### config.mk
export PLATFORM = sky130hd
export DESIGN_NAME = vga_sprite_scheduler
export DESIGN_NICKNAME = d
export VERILOG_FILES = /design/src/rtl/vga_pkg.sv /design/src/rtl/vga_sprite_hit.sv /design/src/rtl/vga_sprite_scheduler.sv
export SDC_FILE = /design/constraint.sdc
export NUM_CORES = 2
export LEC_CHECK = 0
export CAP_MARGIN = 10
export CELL_PAD_IN_SITES_DETAIL_PLACEMENT = 1
export CELL_PAD_IN_SITES_GLOBAL_PLACEMENT = 1
export CORE_UTILIZATION = 55
export DETAILED_ROUTE_END_ITERATION = 8
export PLACE_DENSITY_LB_ADDON = 0.12
export SYNTH_ARGS = -nofsm -noshare
export SYNTH_HDL_FRONTEND = slang
export SYNTH_SLANG_ARGS = --single-unit
### constraint.sdc
create_clock -name VGA_CLK -period 9.28 [get_ports VGA_CLK]
set_input_delay 1.856 -clock VGA_CLK [delete_from_list [all_inputs] [get_ports VGA_CLK]]
set_output_delay 1.856 -clock VGA_CLK [all_outputs]
set_load 0.01 [all_outputs]
### src/rtl/vga_pkg.sv
// Shared types and constants for the VGA sprite scheduler and its hit-test helper.
package vga_pkg;

    localparam int N_SPRITES = 64;
    localparam int SLOTS     = 16;
    localparam int SPRITE_H  = 16;
    localparam int V_ACTIVE  = 480;

    typedef struct packed {
        logic       enable;
        logic [9:0] y;
        logic [9:0] x;
    } sprite_attr_t;

    typedef struct packed {
        logic [5:0] id;
        logic [9:0] x;
        logic [3:0] row;
    } slot_t;

    typedef enum logic [1:0] {
        IDLE,
        SCAN,
        DONE
    } sched_state_t;

endpackage

### src/rtl/vga_sprite_hit.sv
// Combinational vertical overlap test for one attribute entry against the line being scheduled.
module vga_sprite_hit
    import vga_pkg::*;
(
    input  logic       enable,
    input  logic [9:0] sprite_y,
    input  logic [9:0] line_y,
    output logic       hit,
    output logic [3:0] row
);

    logic [10:0] line_ext;
    logic [10:0] top_ext;
    logic [10:0] bottom_ext;

    // Widening to 11 bits keeps sprites near y=1023 from wrapping onto the top lines.
    assign line_ext   = {1'b0, line_y};
    assign top_ext    = {1'b0, sprite_y};
    assign bottom_ext = top_ext + 11'(SPRITE_H);

    assign hit = enable && (line_ext >= top_ext) && (line_ext < bottom_ext);
    assign row = 4'(line_y - sprite_y);

endmodule

### src/rtl/vga_sprite_scheduler.sv
// Per-line sprite scheduler: scans the attribute table into a shadow slot list, committed at line start.
// Optional macro VGA_SCHED_OVF_STATS_EN adds the OVF_COUNT statistics output.
module vga_sprite_scheduler
    import vga_pkg::*;
(
    input  logic                 VGA_CLK,
    input  logic                 VGA_RESET_N,
    input  logic                 VGA_LINE_START,
    input  logic [9:0]           VGA_NEXT_Y,
    input  logic                 WR_VALID,
    output logic                 WR_READY,
    input  logic [5:0]           WR_ADDR,
    input  logic [20:0]          WR_DATA,
    output logic [SLOTS-1:0]     SLOT_VALID,
    output logic [SLOTS*6-1:0]   SLOT_ID,
    output logic [SLOTS*10-1:0]  SLOT_X,
    output logic [SLOTS*4-1:0]   SLOT_ROW,
    output logic                 SCAN_BUSY,
    output logic                 OVERFLOW,
`ifdef VGA_SCHED_OVF_STATS_EN
    output logic [15:0]          OVF_COUNT,
`endif
    output logic                 SCAN_LATE
);

    sched_state_t     state;
    logic [5:0]       index;
    logic [9:0]       line_y;
    sprite_attr_t     table_q [N_SPRITES];
    sprite_attr_t     cur_attr;
    slot_t            shadow [SLOTS];
    logic [4:0]       fill;
    logic             shadow_ovf;
    slot_t            out_slot [SLOTS];
    logic [SLOTS-1:0] out_valid;
    logic             scan_busy;
    logic             scan_late;
    logic             wr_ready;
    logic             overflow;
    logic             hit;
    logic [3:0]       hit_row;

    assign cur_attr = table_q[index];

    vga_sprite_hit u_hit (
        .enable   (cur_attr.enable),
        .sprite_y (cur_attr.y),
        .line_y   (line_y),
        .hit      (hit),
        .row      (hit_row)
    );

    // Writes are only accepted outside SCAN, so a scan always sees a stable table.
    always_ff @(posedge VGA_CLK or negedge VGA_RESET_N) begin
        if (!VGA_RESET_N) begin
            for (int i = 0; i < N_SPRITES; i++) table_q[i] <= '0;
        end else if (WR_VALID && wr_ready) begin
            table_q[WR_ADDR] <= sprite_attr_t'(WR_DATA);
        end
    end

    always_ff @(posedge VGA_CLK or negedge VGA_RESET_N) begin
        if (!VGA_RESET_N) begin
            state      <= IDLE;
            index      <= '0;
            line_y     <= '0;
            fill       <= '0;
            shadow_ovf <= 1'b0;
            out_valid  <= '0;
            scan_busy  <= 1'b0;
            scan_late  <= 1'b0;
            wr_ready   <= 1'b1;
            overflow   <= 1'b0;
            for (int k = 0; k < SLOTS; k++) begin
                shadow[k]   <= '0;
                out_slot[k] <= '0;
            end
        end else begin
            scan_late <= 1'b0;
            if (VGA_LINE_START) begin
                // A line start mid-scan commits whatever has been gathered so far.
                for (int k = 0; k < SLOTS; k++) begin
                    out_valid[k] <= (5'(k) < fill);
                    out_slot[k]  <= (5'(k) < fill) ? shadow[k] : '0;
                end
                overflow   <= shadow_ovf;
                scan_late  <= (state == SCAN);
                fill       <= '0;
                shadow_ovf <= 1'b0;
                line_y     <= VGA_NEXT_Y;
                index      <= '0;
                if (VGA_NEXT_Y >= 10'(V_ACTIVE)) begin
                    state     <= DONE;
                    scan_busy <= 1'b0;
                    wr_ready  <= 1'b1;
                end else begin
                    state     <= SCAN;
                    scan_busy <= 1'b1;
                    wr_ready  <= 1'b0;
                end
            end else if (state == SCAN) begin
                // Ascending index order makes slot 0 the highest-priority sprite.
                if (hit) begin
                    if (fill < 5'(SLOTS)) begin
                        shadow[fill[3:0]] <= '{id: index, x: cur_attr.x, row: hit_row};
                        fill              <= fill + 5'd1;
                    end else begin
                        shadow_ovf <= 1'b1;
                    end
                end
                index <= index + 6'd1;
                if (index == 6'(N_SPRITES - 1)) begin
                    state     <= DONE;
                    scan_busy <= 1'b0;
                    wr_ready  <= 1'b1;
                end
            end
        end
    end

`ifdef VGA_SCHED_OVF_STATS_EN
    logic [15:0] ovf_count;

    // Truncated scans count as overflow events too, since sprites may have been lost.
    always_ff @(posedge VGA_CLK or negedge VGA_RESET_N) begin
        if (!VGA_RESET_N) begin
            ovf_count <= '0;
        end else if (VGA_LINE_START && (shadow_ovf || (state == SCAN)) && (ovf_count != 16'hFFFF)) begin
            ovf_count <= ovf_count + 16'd1;
        end
    end

    assign OVF_COUNT = ovf_count;
`endif

    always_comb begin
        SLOT_ID  = '0;
        SLOT_X   = '0;
        SLOT_ROW = '0;
        for (int k = 0; k < SLOTS; k++) begin
            SLOT_ID[k*6 +: 6]   = out_slot[k].id;
            SLOT_X[k*10 +: 10]  = out_slot[k].x;
            SLOT_ROW[k*4 +: 4]  = out_slot[k].row;
        end
    end

    assign SLOT_VALID = out_valid;
    assign SCAN_BUSY  = scan_busy;
    assign SCAN_LATE  = scan_late;
    assign WR_READY   = wr_ready;
    assign OVERFLOW   = overflow;

endmodule

==> metrics.txt <==
status=finished clean; Seq cells post-synth=2027; adder-cell share of the synthesized area=0.337%; routed length per instance=32.1 µm; vias in the first global route=55.0k; Gate power share=9.5%; cell internal pwr=15.2 mW; GPL Wtd Cong=0.845; commonest cells in the netlist=dfrtp_1 (2026), mux2_2 (1394), mux4_2 (411), a22o_1 (323), clkbuf_1 (295); Crit path max-delay family=compound AO/OA/AOI/OAI gates; DP HPWL=148000 µm; Psw=4.92 mW; Setup Buffers After CTS=0; crit path DAT=7.63 ns; Simple-Gate Fraction of Synth Area=1.06%; Post-Syn Area=87700 µm²; DP Area=93100 µm²; Pwr Density=201 nW/µm²; Pleak=46.6 nW; Setup TNS=0 ns; Tmin final=6.91 ns; clock group share of total power=41.7%; DRT Wirelength=252000 µm; layout cells sized above 1=44.6%; clk sinks=2027; Reg power frac=48.8%; Post-synth top flop=dfrtp_1; Worst Setup Path Type=reg2reg; router iterations before antenna repair=7; Overflow after GRT=0; synth-to-layout area growth=14.0%; max-cap check violation count=0; Die Ht=401 µm; cell row count=146; YS warnings=0; Ports=381; FMAX=0.145 GHz; post-place setup slack=2.22 ns; post-route cell area=100000 µm²; number of flops mapped to enable cells by yosys=0; die footprint=161000 µm²; ANT nets after route=0; placed cells=7469; DR iter-0 viols=3714; syn nets=5449; Final Max Slew Viols=0; endpoint type of the worst setup path=flip-flop; mux share of post-synthesis cell area=33.1%; top cells by area, synth=dfrtp_1 (58%), mux2_2 (18%), mux4_2 (11%); largest net degree at the start of global routing=181; Rel. slew slack=12.8%; Yosys top cell area share=57.8%; CTS resizes=0; Final Setup Violations=0; worst-margin pin slew=1.31 ns; Hold Slack=0.464 ns; endpoints failing hold=0; DRC Markers=0; sw frac=24.5%; H-tree levels=4; first-pass GRT wire length=382000 µm; sequential share of the synthesized area=57.9%; compound-gate portion of the synthesized area=4.52%; Synth Instances=5385; critical path's slowest cell=dfrtp_4; Crit path buffers/inverters=3; Async S/R FF share, synth=100%; flop2flop setup slack=2.37 ns; Final WS setup=2.37 ns; Worst path most repeated cell=buf_4; CP Launch Type=flip-flop; final std cells w/o fill=7851; CP required=10.00 ns; RSZ-0062 raised after global routing=no; Starting Density=55.4%; crit path max fanout=27; total CTS buffers=206; largest family of logic cells by synthesized area=multiplexers; DR vias=50.3k; most common cell in the synthesized netlist=dfrtp_1; worst-path cell chain=buf_4 > mux4_2 > mux4_2 > a22oi_1 > nand2_1 > ha_1 > nand3b_1 > xnor2_1 > ha_1 > a211o_1 > o22a_2 > buf_4 > a2111oi_4 > buf_4 > mux2_1; PortBufs=380; CTS max path bufs=3; worst min path class=reg2reg; Avg Inst Size Synth=16.3 µm²; nets=5671; peak supply drop=0.187 mV; total chip power=20.1 mW; GRT Util Overall=32.1%; hold buffer count at CTS=0; Worst-path clk slew=0.07 ns; initial antenna violation count=23; Worst path max stage delay=0.86 ns; Final Cycle Share=74.5%; Clock Latency Late Sink=0.85 ns; xor and xnor area share after synthesis=0.0899%; Via density=6.41; CTS tree=built; Unique masters post-synth=65; clock root cell=clkbuf_16; Final Util=63.1%; area of the core=158000 µm²; Synth area leader=dfrtp_1; Worst Clk Skew=0.0357 ns; die outline width=401 µm
-- power by group through the flow --
| stage | combinational (mW) | sequential, mW | clock [mW] |
|---|---|---|---|
| after floorplan | 1.28 | 9.81 | 0 |
| after global placement | 1.83 | 9.89 | 0 |
| after detailed placement | 1.91 | 9.94 | 0 |
| after CTS | 1.92 | 9.80 | 8.52 |
| after global routing | 2.04 | 9.87 | 8.86 |
| final | 1.90 | 9.81 | 8.38 |
-- worst reg2reg max path: stages, from the launching register on --
cell	delay [ns]
dfrtp_4	0.86
buf_4	0.63
mux4_2	0.61
mux4_2	0.54
a22oi_1	0.80
nand2_1	0.31
ha_1	0.36
nand3b_1	0.14
xnor2_1	0.16
ha_1	0.28
a211o_1	0.29
o22a_2	0.38
buf_4	0.31
a2111oi_4	0.35
buf_4	0.41
mux2_1	0.39
-- cells by family after synthesis --
kind of cell    after synthesis
xor+xnor                      9
simple gates                199
compound gates              438
flops                      2027
buf+inv                     578
fa+ha+maj                    23
mux                        2111
-- cell type report --
| type | count | area (µm²) |
|---|---|---|
| Fill cell | 13700 | 58400 |
| Tap cell | 2072 | 2590 |
| Antenna cell | 3 | 7.51 |
| Multi-Input combinational cell | 2780 | 34500 |
| Clock buffer | 316 | 6120 |
| Clock inverter | 61 | 717 |
| Inverter | 53 | 211 |
| Timing Repair Buffer | 539 | 5110 |
| Sequential cell | 2027 | 50700 |
-- cells in the final DEF (no fill, tap or decap), types with 8 or more instances in the layout --
cell type,instances
dfrtp_1,2020
mux2_2,1394
mux4_2,411
clkdlybuf4s50_1,358
a22o_1,323
clkbuf_16,208
mux2_4,155
buf_4,142
mux2_1,99
clkbuf_1,57
clkbuf_8,51
inv_1,50
nor2_2,48
nand2_1,48
mux2i_1,47
clkinv_2,33
nor2_1,31
ha_1,22
buf_2,21
a21o_1,19
buf_12,15
nor2b_1,14
a22oi_1,14
nand3_1,13
o21ai_0,12
a2111oi_4,11
nand2_2,8
bufinv_16,8
-- registers in the layout, summed over array words and instances (netlist names) --
name and count:
SLOT_VALID 16, OVERFLOW 1, WR_READY 1, SLOT_X 160, SLOT_ROW 64, index 6, shadow 320, shadow_ovf 1
line_y 10, fill 5, state 2, SCAN_LATE 1, table_q 1344, SLOT_ID 96
-- final timing paths --
path,end,start,cells past startpoint
max in group asynchronous,table_q[1125]$_DFFE_PN0P_,VGA_RESET_N,3
worst max-delay path,shadow[105]$_DFFE_PN0P_,index[0]$_DFFE_PN0P_,15
worst min-delay path,SCAN_LATE$_DFF_PN0_,state[1]$_DFFE_PN0P_,1
worst max register to register,shadow[105]$_DFFE_PN0P_,index[0]$_DFFE_PN0P_,15
min in group asynchronous,shadow[98]$_DFFE_PN0P_,VGA_RESET_N,1
worst min register to register,SCAN_LATE$_DFF_PN0_,state[1]$_DFFE_PN0P_,1
-- routing by layer --
metal	GRT usage [%]	vias up	wire length, µm
li1	-	20400	-
met1	44.1	27900	105000
met2	51.4	1532	123000
met3	6.40	436	14400
met4	11.1	16	8790
met5	0	-	106
No activity file was read; power rests on OpenSTA's default activity.
